### config.mk
export PLATFORM = sky130hd
export DESIGN_NAME = piso_serializer
export DESIGN_NICKNAME = d
export VERILOG_FILES = /design/src/rtl/piso_serializer.sv
export SDC_FILE = /design/constraint.sdc
export NUM_CORES = 1
export LEC_CHECK = 0
export CORE_MARGIN = 4
export CORE_UTILIZATION = 40
export DETAILED_ROUTE_END_ITERATION = 12
export PLACE_DENSITY = 0.71
export SYNTH_ARGS = -nofsm -noshare
export SYNTH_HDL_FRONTEND = slang
export SYNTH_SLANG_ARGS = --single-unit
### constraint.sdc
create_clock -name clk -period 2 [get_ports clk]
set_input_delay 0.3 -clock clk [delete_from_list [all_inputs] [get_ports clk]]
set_output_delay 0.3 -clock clk [all_outputs]
set_load 0.01 [all_outputs]
### src/rtl/piso_serializer.sv
// Parallel-in/serial-out transmitter with frame, bit strobe and end-of-word latch pulse.
// Words are taken over a valid/ready handshake and sent one bit per CLK_DIV clocks.
module piso_serializer #(
    parameter int WIDTH     = 16,
    parameter int CLK_DIV   = 4,
    parameter int MSB_FIRST = 1
) (
    input  logic             clk,
    input  logic             reset_n,
    input  logic [WIDTH-1:0] data_i,
    input  logic             valid_i,
    output logic             ready_o,
    output logic             data_o,
    output logic             frame_o,
    output logic             strobe_o,
    output logic             latch_o
);

    localparam int BW = (WIDTH > 1) ? $clog2(WIDTH) : 1;
    localparam int DW = (CLK_DIV > 1) ? $clog2(CLK_DIV) : 1;

    localparam logic [1:0] S_IDLE  = 2'd0;
    localparam logic [1:0] S_SHIFT = 2'd1;
    localparam logic [1:0] S_LATCH = 2'd2;

    localparam logic [BW-1:0] BIT_LAST = BW'(WIDTH - 1);
    localparam logic [DW-1:0] DIV_LAST = DW'(CLK_DIV - 1);

    logic [1:0]       state_q, state_d;
    logic [WIDTH-1:0] shreg_q, shreg_d;
    logic [BW-1:0]    bit_cnt_q, bit_cnt_d;
    logic [DW-1:0]    div_cnt_q, div_cnt_d;
    logic             ready_q, ready_d;
    logic             data_q, data_d;

    always_comb begin
        state_d   = state_q;
        shreg_d   = shreg_q;
        bit_cnt_d = bit_cnt_q;
        div_cnt_d = div_cnt_q;
        unique case (state_q)
            S_IDLE: begin
                if (valid_i && ready_q) begin
                    state_d   = S_SHIFT;
                    shreg_d   = data_i;
                    bit_cnt_d = BIT_LAST;
                    div_cnt_d = DIV_LAST;
                end
            end
            S_SHIFT: begin
                if (div_cnt_q == '0) begin
                    if (bit_cnt_q == '0) begin
                        state_d   = S_LATCH;
                        shreg_d   = '0;
                        div_cnt_d = '0;
                    end else begin
                        bit_cnt_d = bit_cnt_q - BW'(1);
                        div_cnt_d = DIV_LAST;
                        shreg_d   = (MSB_FIRST != 0) ? (shreg_q << 1)
                                                     : (shreg_q >> 1);
                    end
                end else begin
                    div_cnt_d = div_cnt_q - DW'(1);
                end
            end
            S_LATCH: state_d = S_IDLE;
            default: state_d = S_IDLE;
        endcase
    end

    // Head of the shift register is the bit on the wire next cycle.
    always_comb begin
        ready_d = (state_d == S_IDLE);
        data_d  = 1'b0;
        if (state_d == S_SHIFT)
            data_d = (MSB_FIRST != 0) ? shreg_d[WIDTH-1] : shreg_d[0];
    end

    always_ff @(posedge clk or negedge reset_n) begin
        if (!reset_n) begin
            state_q   <= S_IDLE;
            shreg_q   <= '0;
            bit_cnt_q <= '0;
            div_cnt_q <= '0;
            ready_q   <= 1'b0;
            data_q    <= 1'b0;
        end else begin
            state_q   <= state_d;
            shreg_q   <= shreg_d;
            bit_cnt_q <= bit_cnt_d;
            div_cnt_q <= div_cnt_d;
            ready_q   <= ready_d;
            data_q    <= data_d;
        end
    end

    assign ready_o  = ready_q;
    assign data_o   = data_q;
    assign frame_o  = (state_q == S_SHIFT);
    assign strobe_o = (state_q == S_SHIFT) && (div_cnt_q == '0);
    assign latch_o  = (state_q == S_LATCH);

endmodule

Word-level counts from Yosys, hierarchy flattened
Index checks and enable logic that the tools add are counted.

Register bits: 26. Output and inout port bits: 5. Bits of input ports: 19. Word-level logic and storage cells: 42.

Multiplexer cells: 17. Add/subtract/negate cells: 2. Reduce and logical (&&, ||, !) cells: 10. Equality and inequality tests: 6.

Operators by type and width (count): $mux W16 (3); $pmux W16 S2 (1); $mux W2 (6); $mux W4 (3); $pmux W2 S2 (2); $pmux W4 S2 (1); $logic_not A2 Y1 (3); $eq A2 B1 Y1 const B (2); $logic_not A4 Y1 (1); $ne A2 B2 Y1 const B (2); $reduce_and A4 Y1 (1); $sub A4 B1 Y4 const B (1); $reduce_and A3 Y1 (1); $eq A2 B2 Y1 const B (1); $logic_and A1 B1 Y1 (2); $ne A2 B1 Y1 const B (1); $reduce_and A2 Y1 (1); $reduce_bool A2 Y1 (1); $sub A2 B1 Y2 const B (1); $mux W1 (1).

Longest topological paths before layout
Depth in word-level cells: 6. Gate-level depth with buffers: 6.

Worst setup path after synthesis
No wires, ideal clock.

Path type: flip-flop to flip-flop. From: reg div_cnt_q[0]. To: reg shreg_q[10]. Setup slack: 0.271 ns. Data arrival time: 1.603 ns. Cell stages (with the launch flop): 7. Cells stage by stage: dfrtp_1 or4b_4 buf_6 clkinv_8 nor2_4 buf_6 a221o_1.

Cells in the longest elaborated chain, start to end: 3.

RTL lines: from (decl) (line 32) `logic [DW-1:0] div_cnt_q, div_cnt_d;`; from (signal assigned) (line 91) `div_cnt_q <= div_cnt_d;`; $logic_not A2 Y1 (line 51) `if (div_cnt_q == '0) begin`; $ne A2 B1 Y1 (no source line); $reduce_and A3 Y1 (no source line); to (signal assigned) (line 89) `shreg_q <= shreg_d;`; to (decl) (line 30) `logic [WIDTH-1:0] shreg_q, shreg_d;`.

Every way passes these cells. A chain may end at the register's enable or synchronous reset.

Worst setup path in the final report
From: reg div_cnt_q[0]. To: out strobe_o.

Cells in the longest elaborated chain, start to end: 2.

RTL lines: $logic_not A2 Y1 (line 100) `assign strobe_o = (state_q == S_SHIFT) && (div_cnt_q == '0);`; $logic_and A1 B1 Y1 (line 100); to (decl) (line 15) `output logic strobe_o,`.

Every way passes these cells.

==> results.toml <==
[outcome]
status = "finished, final reports clean"

[floorplan]
start_util_pct = 42.8
rows = 19
core_um2 = 2830
die_w_um = 63.0
io_pins = 24
dieHeight_um = 63.0
die_area_um2 = 3970

[sta]
drv_slew = 0
max_slew_margin_pct = 75.1
worstMarginPinSlew_ns = 0.372
final.period_utilization_pct = 96.2
finClkSkew_ns = 0.00218
hold_ws_ns = 0.325
rsz0062_at_grt = "no"
worst_slack_ns = 0.0764
finalSetupViolCount = 0
setup_tns_ns = 0
max_clock_freq_mhz = 520
fin_crit_ns = 1.92
hold_viol = 0

[yosys]
syn_nets = 120
synth.distinct_cells = 35
syn_area_per_cell_um2 = 12.1
netlist_instances = 100
yosysWarnings = 0
ys_ff_latch = 26
ys_seq_area_share_pct = 53.8
syn_area_um2 = 1210

[detailed_routing]
routedWlPerCell_um = 14.7
ant_nets = 0
first_pass_iters = 4
drc = 0
drt_wl_total_mm = 2.38
avgViaCountPerCell = 5.57
drt-initial-drc-count = 31
dr_total_vias = 902

[critical_path]
required_ns = 1.70
startpoint_type = "register"
r2r-start = "div_cnt_q[0]$_DFFE_PN0P_"
crit_type = "register to output pin"
critPathMaxFanout = 6
critical_path.startpoint = "div_cnt_q[0]$_DFFE_PN0P_"
r2r_cells = 4
crit_arrival_ns = 1.62
critPathCaptureType = "output pin"

[placement]
hpwl_mm = 1.72
place_ws_ns = 0.108
placed_cells = 154
gp_congestion = 0.724
numPortBuffers = 23
placed_area_um2 = 1480

[flow_run]
maxCapViolations = 0

[worst_hold_path]
holdCritPathClass = "input port to asynchronous set/reset pin"

[global_route]
antenna_found_initial = 0
first_global_vias = 919
grt_pass1_wl_mm = 4.35
overflow = 0
track_usage_pct = 13.7
grt_max_degree = 27

[cts]
worstSkewPairLatency_ns = 0.31
cts_tree = "built"
numCtsBuffers = 3
clk_path_buf_depth = 2
clk_pin_slew_worst_paths_ns = 0.14
htree_levels = 1
cts_root_buf = "clkbuf_4"
hold_buffers = 0
cts.sinks = 26

[pwr]
power_mw = 1.23
powerDensity_nw_per_um2 = 786
p_leak_nw = 0.690
ir_drop_uv = 376

[final_layout]
stdcell_area_um2 = 1570
nets = 152
n_antenna_cell = 0
drive_gt1_share_pct = 15.3
fin_cells = 162
syn_to_final_growth_pct = 29.4
fin_util_pct = 55.3
==> layout make-up <==
class / instances / area, um2
Multi-Input combinational cell: 64 / 490
Timing Repair Buffer: 33 / 305
Fill cell: 248 / 1260
Clock buffer: 3 / 22.5
Inverter: 4 / 27.5
Sequential cell: 26 / 651
Tap cell: 31 / 38.8
Clock inverter: 1 / 30.0
==> timing repair <==
item | 4_1_cts | 5_1_grt
cloned | 0 | 0
setup endpoints to repair | 1 | 1
endpoints found under the hold margin | 0 | 0
buffers inserted | 2 | 2
pin swaps | 0 | 1
resized for setup | 1 | 1
==> cells in the final DEF (no fill, tap or decap), drive strengths merged, types with 2 or more instances in the layout <==
cell           synthesis  final
nand3                  6      6
nand2                  2      2
clkdlybuf4s50          0     22
nor2b                  2      2
inv                    3      3
clkbuf                 3      3
a221o                 14     14
o21ai                  3      3
and2                  14     14
dfrtp                 26     26
nor2                   4      4
buf                    3     10
==> logic make-up after synthesis <==
group / after synthesis / share of synthesized area, %
AO/OA/AOI/OAI: 27 / 19.8
adder cells (fa/ha/maj): 1 / 1.03
buffers and inverters: 10 / 5.69
flip-flops: 26 / 53.8
AND/OR/NAND/NOR: 36 / 19.8
==> layer usage <==
layer | routed length, um | part of all wire [%] | global-route usage (%)
met1 | 1130 | 47 | 19.3
met2 | 1120 | 47 | 20.0
met3 | 111 | 4.7 | 3.78
met4 | 16 | 0.67 | 4.96
met5 | 0 | 0 | 0
==> power breakdown <==
part	total (mW)	internal, mW	switching [mW]
sequential	0.624	0.586	0.0378
combinational	0.252	0.146	0.107
clock	0.354	0.202	0.151
total	1.23	0.934	0.296
==> flip-flops by register name, summed over array words and instances, names as in the netlist <==
| name | flops |
|---|---|
| state_q | 2 |
| data_o | 1 |
| ready_o | 1 |
| div_cnt_q | 2 |
| bit_cnt_q | 4 |
| shreg_q | 16 |
==> worst paths after layout <==
check / slack, ns / end
max: 0.08 / strobe_o
min: 0.32 / state_q[0]$_DFF_PN0_
max reg2reg: 0.29 / bit_cnt_q[3]$_DFFE_PN0P_
min reg2reg: 0.52 / shreg_q[0]$_DFFE_PN0P_
max in group asynchronous: 1.43 / shreg_q[0]$_DFFE_PN0P_
min in group clk: 0.52 / shreg_q[0]$_DFFE_PN0P_
==> critical path, stage by stage, from the launching register on <==
cell,delay [ns]
dfrtp_1,0.41
or4b_4,0.59
clkinv_8,0.08
clkdlybuf4s15_1,0.23
==> cell usage after synthesis <==
cell / count / area (um2)
or4b_4: 1 / 13.8
and4bb_2: 1 / 12.5
o21ai_1: 1 / 5.00
o21ai_0: 2 / 10.0
nand3_1: 6 / 30.0
buf_6: 2 / 22.5
a211o_1: 1 / 8.76
nor3_1: 1 / 5.00
a21boi_1: 1 / 7.51
nor3b_2: 1 / 12.5
dfrtp_1: 26 / 651
a221o_1: 14 / 140
a211oi_1: 1 / 7.51
nand4bb_1: 1 / 11.3
a311o_1: 1 / 10.0
clkbuf_1: 3 / 11.3
o311ai_1: 1 / 8.76
and2_1: 14 / 87.6
a21oi_1: 1 / 5.00
or3_1: 1 / 6.26
a2111o_1: 1 / 11.3
nor2_2: 1 / 6.26
o31ai_1: 1 / 7.51
nor2_1: 2 / 7.51
a22o_1: 1 / 8.76
nor2b_1: 2 / 12.5
buf_4: 1 / 7.51
nand2b_1: 1 / 6.26
a32oi_1: 1 / 8.76
clkinv_8: 1 / 16.3
or3b_1: 1 / 8.76
nand2_1: 2 / 7.51
nor2_4: 1 / 11.3
inv_1: 3 / 11.3
ha_1: 1 / 12.5
Power figures use the tool's default switching activity.
